File: config.mk
export PLATFORM = sky130hd
export DESIGN_NAME = bip_run_control
export DESIGN_NICKNAME = d
export VERILOG_FILES = /design/src/rtl/bip_run_control.sv
export SDC_FILE = /design/constraint.sdc
export NUM_CORES = 1
export LEC_CHECK = 0
export ABC_AREA = 0
export CAP_MARGIN = 0
export CORE_ASPECT_RATIO = 1.25
export CORE_MARGIN = 4
export CORE_UTILIZATION = 48
export DETAILED_ROUTE_END_ITERATION = 8
export GPL_ROUTABILITY_DRIVEN = 1
export PLACE_DENSITY = 0.94
export SLEW_MARGIN = 40
export SYNTH_ARGS = -nofsm -noshare
export SYNTH_HDL_FRONTEND = slang
export SYNTH_SLANG_ARGS = --single-unit
File: constraint.sdc
create_clock -name i_clock -period 3.9 [get_ports i_clock]
set_input_delay 1.17 -clock i_clock [delete_from_list [all_inputs] [get_ports i_clock]]
set_output_delay 1.17 -clock i_clock [all_outputs]
set_load 0.01 [all_outputs]
File: src/rtl/bip_run_control.sv
// ---------------------------------------------------------------------------
// bip_run_control
//
// Run/step/halt controller for the BIP CPU. A small host command channel
// (NOP/RUN/STEP/STOP) moves the controller between IDLE, RUN, STEP and HALT.
// o_valid is the CPU advance enable: the CPU moves forward only in cycles
// where it is high. Execution stops on its own when the HALT opcode reaches
// the CPU and, optionally, when the PC matches a breakpoint address.
//
// Build option:
//   BIP_RUN_CONTROL_BREAKPOINT_EN  when defined, the PC breakpoint logic and
//                                  the o_bp_hit pulse are compiled in. When
//                                  undefined, i_bp_en/i_bp_addr are ignored
//                                  and o_bp_hit is tied to 0.
//
// Ports:
//   i_clock        clock, all state changes on its rising edge
//   i_reset        asynchronous, active-low reset
//   i_cmd          command: 00 NOP, 01 RUN, 10 STEP, 11 STOP
//   i_cmd_valid    command present
//   o_cmd_ready    command can be accepted (low only in STEP)
//   i_pc           current CPU PC
//   i_instruction  instruction currently presented to the CPU
//   i_bp_en        breakpoint enable
//   i_bp_addr      breakpoint PC
//   o_valid        CPU advance enable (combinational)
//   o_state        FSM state: 00 IDLE, 01 RUN, 10 STEP, 11 HALT
//   o_done         one-cycle pulse after entering HALT
//   o_bp_hit       one-cycle pulse after a breakpoint stop
//   o_cycle_count  saturating count of cycles with o_valid=1
// ---------------------------------------------------------------------------
module bip_run_control #(
    parameter int                   NB_DATA            = 16,
    parameter int                   NB_OPCODE          = 5,
    parameter int                   LOG2_N_INSMEM_ADDR = 11,
    parameter int                   NB_CYCLE_CNT       = 32,
    parameter logic [NB_OPCODE-1:0] HALT_OPCODE        = {NB_OPCODE{1'b0}}
) (
    input  logic                          i_clock,
    input  logic                          i_reset,
    input  logic [1:0]                    i_cmd,
    input  logic                          i_cmd_valid,
    output logic                          o_cmd_ready,
    input  logic [LOG2_N_INSMEM_ADDR-1:0] i_pc,
    input  logic [NB_DATA-1:0]            i_instruction,
    input  logic                          i_bp_en,
    input  logic [LOG2_N_INSMEM_ADDR-1:0] i_bp_addr,
    output logic                          o_valid,
    output logic [1:0]                    o_state,
    output logic                          o_done,
    output logic                          o_bp_hit,
    output logic [NB_CYCLE_CNT-1:0]       o_cycle_count
);

    typedef enum logic [1:0] {
        ST_IDLE = 2'b00,
        ST_RUN  = 2'b01,
        ST_STEP = 2'b10,
        ST_HALT = 2'b11
    } state_t;

    localparam logic [1:0] CMD_NOP  = 2'b00;
    localparam logic [1:0] CMD_RUN  = 2'b01;
    localparam logic [1:0] CMD_STEP = 2'b10;
    localparam logic [1:0] CMD_STOP = 2'b11;

    localparam logic [NB_CYCLE_CNT-1:0] CNT_ONE = {{(NB_CYCLE_CNT-1){1'b0}}, 1'b1};

    state_t                  state;
    logic                    first_cycle;
    logic                    done_q;
    logic [NB_CYCLE_CNT-1:0] cycle_count;

    logic [NB_OPCODE-1:0]    opcode;
    logic                    halt_hit;
    logic                    bp_hit;
    logic                    cmd_accept;
    logic                    advance;

    // Counter increment that sticks at all-ones instead of wrapping.
    function automatic logic [NB_CYCLE_CNT-1:0] sat_inc(input logic [NB_CYCLE_CNT-1:0] v);
        if (&v) begin
            return v;
        end
        return v + CNT_ONE;
    endfunction

    // Opcode decode: only the top NB_OPCODE bits matter to this block.
    assign opcode   = i_instruction[NB_DATA-1 -: NB_OPCODE];
    assign halt_hit = (opcode == HALT_OPCODE);

    logic unused_instr;
    assign unused_instr = ^i_instruction[NB_DATA-NB_OPCODE-1:0];

`ifdef BIP_RUN_CONTROL_BREAKPOINT_EN
    logic bp_pulse;

    // first_cycle masks the match on the cycle RUN is entered, so resuming
    // from the breakpoint PC executes that instruction instead of stopping
    // again immediately.
    assign bp_hit   = (state == ST_RUN) && i_bp_en && (i_pc == i_bp_addr) && !first_cycle;
    assign o_bp_hit = bp_pulse;
`else
    assign bp_hit   = 1'b0;
    assign o_bp_hit = 1'b0;

    logic unused_bp;
    assign unused_bp = ^{i_bp_en, i_bp_addr, i_pc, first_cycle};
`endif

    assign cmd_accept = i_cmd_valid && o_cmd_ready;
    assign o_cmd_ready = (state != ST_STEP);

    // The halt instruction itself is never executed; a breakpoint stops
    // before the instruction at the breakpoint PC.
    always_comb begin
        advance = 1'b0;
        case (state)
            ST_RUN:  advance = !halt_hit && !bp_hit;
            ST_STEP: advance = !halt_hit;
            default: advance = 1'b0;
        endcase
    end

    assign o_valid       = advance;
    assign o_state       = state;
    assign o_done        = done_q;
    assign o_cycle_count = cycle_count;

    always_ff @(posedge i_clock or negedge i_reset) begin
        if (!i_reset) begin
            state       <= ST_IDLE;
            first_cycle <= 1'b0;
            done_q      <= 1'b0;
            cycle_count <= '0;
`ifdef BIP_RUN_CONTROL_BREAKPOINT_EN
            bp_pulse    <= 1'b0;
`endif
        end else begin
            done_q      <= 1'b0;
            first_cycle <= 1'b0;
`ifdef BIP_RUN_CONTROL_BREAKPOINT_EN
            bp_pulse    <= 1'b0;
`endif
            if (advance) begin
                cycle_count <= sat_inc(cycle_count);
            end

            case (state)
                ST_IDLE: begin
                    if (cmd_accept && (i_cmd == CMD_RUN)) begin
                        state       <= ST_RUN;
                        first_cycle <= 1'b1;
                    end else if (cmd_accept && (i_cmd == CMD_STEP)) begin
                        state <= ST_STEP;
                    end
                end

                // Priority: halt, then breakpoint, then host STOP. A STOP
                // that loses to halt/breakpoint is still consumed.
                ST_RUN: begin
                    if (halt_hit) begin
                        state  <= ST_HALT;
                        done_q <= 1'b1;
                    end else if (bp_hit) begin
                        state <= ST_IDLE;
`ifdef BIP_RUN_CONTROL_BREAKPOINT_EN
                        bp_pulse <= 1'b1;
`endif
                    end else if (cmd_accept && (i_cmd == CMD_STOP)) begin
                        state <= ST_IDLE;
                    end
                end

                ST_STEP: begin
                    if (halt_hit) begin
                        state  <= ST_HALT;
                        done_q <= 1'b1;
                    end else begin
                        state <= ST_IDLE;
                    end
                end

                // Only STOP leaves HALT; it also clears the cycle counter so
                // the next program run starts counting from zero.
                ST_HALT: begin
                    if (cmd_accept && (i_cmd == CMD_STOP)) begin
                        state       <= ST_IDLE;
                        cycle_count <= '0;
                    end
                end

                default: state <= ST_IDLE;
            endcase
        end
    end

endmodule

==> impl_metrics.ini <==
[status]
outcome = complete, no violations

[placed_design]
gp_congestion = 0.842
placement.cell_area_um2 = 2670
dp_cells = 337
portBuffers = 46
hpwl_mm = 3.79
place_ws_ns = -0.155

[route]
drcViolationCount = 0
antenna_left = 0
via_count = 2081
firstDrtPassIters = 4
wl_per_cell_um = 15.4
vias_per_cell = 6.03
drtIter0Drc = 192
routed_wl_mm = 5.32

[synthesis]
synthTopCellsByArea = dfrtp_1 (41%), nand2_1 (5.4%), nor2_1 (3.7%)
syn_nets = 290
ys_types = 43
syn_avg_cell_area_um2 = 8.91
ys_seq_elements = 35
ys.flop_type = dfrtp_1
synth_edf_count = 0
synth_cells = 240
seq_area_frac_synth = 0.409
async_flop_share = 1.00
synth_warnings = 0
netlist.top_cell.by_area = dfrtp_1
syn-cell-area_um2 = 2140
yosysTopAreaCellShare = 0.409

[grt]
antenna_found_initial = 0
grt_pass1_wl_mm = 9.09
grt_max_degree = 36
overflow = 0
grt_pass1_vias = 2054
grt_usage = 0.212

[finish]
fin_util = 0.667
final_area_um2 = 2800
stdcell_count = 345
syn_to_final_growth_pct = 30.8
drive_gt1_frac = 0.0761
fin_nets = 338
antenna_cells = 0

[clock_network]
clock_sinks = 35
clkTransAtPathRegs_ns = 0.07
cts_post_setup_buffers_inserted = 0
cts_root_buf = clkbuf_8
clk_path_buf_depth = 2
cts_buffers = 5
clkLatencyLatePin_ns = 0.29
h-tree-depth = 2
cts_resized = 2
cts_tree = yes
postCtsHoldBufs = 0

[pwr]
p_leak_uw = 0.00121
vdd_ir_drop_max_uv = 388
power_density_nw_per_um2 = 507

[hold_path]
hp-class = reg2reg

[die]
start_util = 0.510
boundaryPins = 82
core_um2 = 4200
die_y_um = 82.6
die_width_um = 67.7
die_area_um2 = 5600
rows = 26

[sta]
rsz0062_at_grt = no
skew_ns = 0.0101
finalCriticalPeriod_ns = 3.82
hold_viol_final = 0
fmax_mhz = 262
setup_ws_ns = 0.0841
tightest_slew_ns = 0.635
setup_viol = 0
post-route-period-util = 0.978
maxSlewViolCount = 0
max_slew_margin = 0.573

[critical_path]
crit_type = in2out
required_ns = 2.73
cp_max_fo = 2
crit_path_end_kind = output port
crit_arrival_ns = 2.65
start_kind = primary input

[flow_run]
drv_cap = 0
state kept, by name, summed over array words and instances, names as in the netlist:
name,flops
o_cycle_count,32
o_done,1
o_state,2
per-stage QoR:
step           TNS, ns  power (µW)  hold WS (ns)
2_1_floorplan        0         812         0.574
3_3_place_gp    -0.154        1050         0.542
3_5_place_dp    -0.155        1080         0.554
4_1_cts              0        1410         0.567
5_1_grt              0        1520         0.588
6_report             0        1420         0.562
path summary, 6_finish.rpt:
path	startpoint	endpoint	slack [ns]	depth (start not counted)
setup reg to reg	o_cycle_count[4]	o_cycle_count[26]	1.59	5
hold / removal	o_cycle_count[15]	o_cycle_count[15]	0.56	2
max in group asynchronous	i_reset	o_cycle_count[9]	2.28	2
hold reg to reg	o_cycle_count[15]	o_cycle_count[15]	0.56	2
min in group asynchronous	i_reset	o_cycle_count[26]	1.30	2
setup / recovery	i_instruction[11]	o_valid	0.08	5
routing by layer:
layer | part of all wire | track usage | up-vias
li1 | - | - | 973
met1 | 0.40 | 0.250 | 1005
met2 | 0.51 | 0.361 | 86
met3 | 0.057 | 0.0501 | 17
met4 | 0.031 | 0.0933 | 0
met5 | 0 | 0 | -
critical path: stages:
cell	delay (ns)
clkdlybuf4s50_1	0.40
or4_4	0.56
o21ai_2	0.15
inv_1	0.08
dlygate4sd2_1	0.28
cell usage in the layout, fill, tap and decap left out, types with 3 or more instances in the layout:
cell,instances
a211oi_1,3
a21oi_1,12
a31oi_1,3
and3_1,8
and4_1,5
buf_4,7
clkbuf_8,6
clkdlybuf4s50_1,45
dfrtp_1,35
ha_1,6
inv_1,8
mux2i_1,6
nand2_1,31
nand2b_1,7
nand3_1,9
nand4_1,8
nor2_1,21
nor3_1,4
o211ai_1,4
o21ai_0,3
o31ai_1,8
or3_1,4
or4_1,8
xnor2_1,8
cell usage after synthesis, types with 2 or more instances:
master      n
a2111oi_0   2
a211oi_1    3
a21oi_1    12
a31o_1      2
a31oi_1     3
and2_1      2
and3_1      8
and4_1      5
buf_2       3
buf_4       2
clkbuf_1    7
dfrtp_1    35
ha_1        6
inv_1       8
mux2i_1     6
nand2_1    31
nand2b_1    7
nand3_1     9
nand4_1     8
nor2_1     21
nor2b_1     2
nor3_1      4
o211ai_1    4
o21ai_0     3
o21ai_1     3
o31ai_1     8
or3_1       4
or4_1       9
xnor2_1     8
xor2_1      2
where the power goes:
group / total [µW] / internal [µW] / switching [µW]
sequential: 505 / 423 / 81.7
combinational: 574 / 282 / 292
clock: 340 / 207 / 133
area by class of cell:
cell class                      instances  area [µm²]
Fill cell                             328        1400
Timing Repair Buffer                   53         512
Clock inverter                          2        35.0
Inverter                                8        30.0
Tap cell                               56        70.1
Sequential cell                        35         876
Multi-Input combinational cell        185        1190
Clock buffer                            6        82.6
cell families (layout without fill, tap and decap cells):
logic type,after synthesis,count (layout),synth area share
other,1,1,0.00175
flip-flops,35,35,0.409
adder cells (fa/ha/maj),6,6,0.0351
AND/OR/NAND/NOR,115,115,0.293
AO/OA/AOI/OAI,47,47,0.151
multiplexers,6,6,0.0281
buffers and inverters,20,69,0.0403
XOR/XNOR,10,10,0.0409
Power figures use the tool's default switching activity.
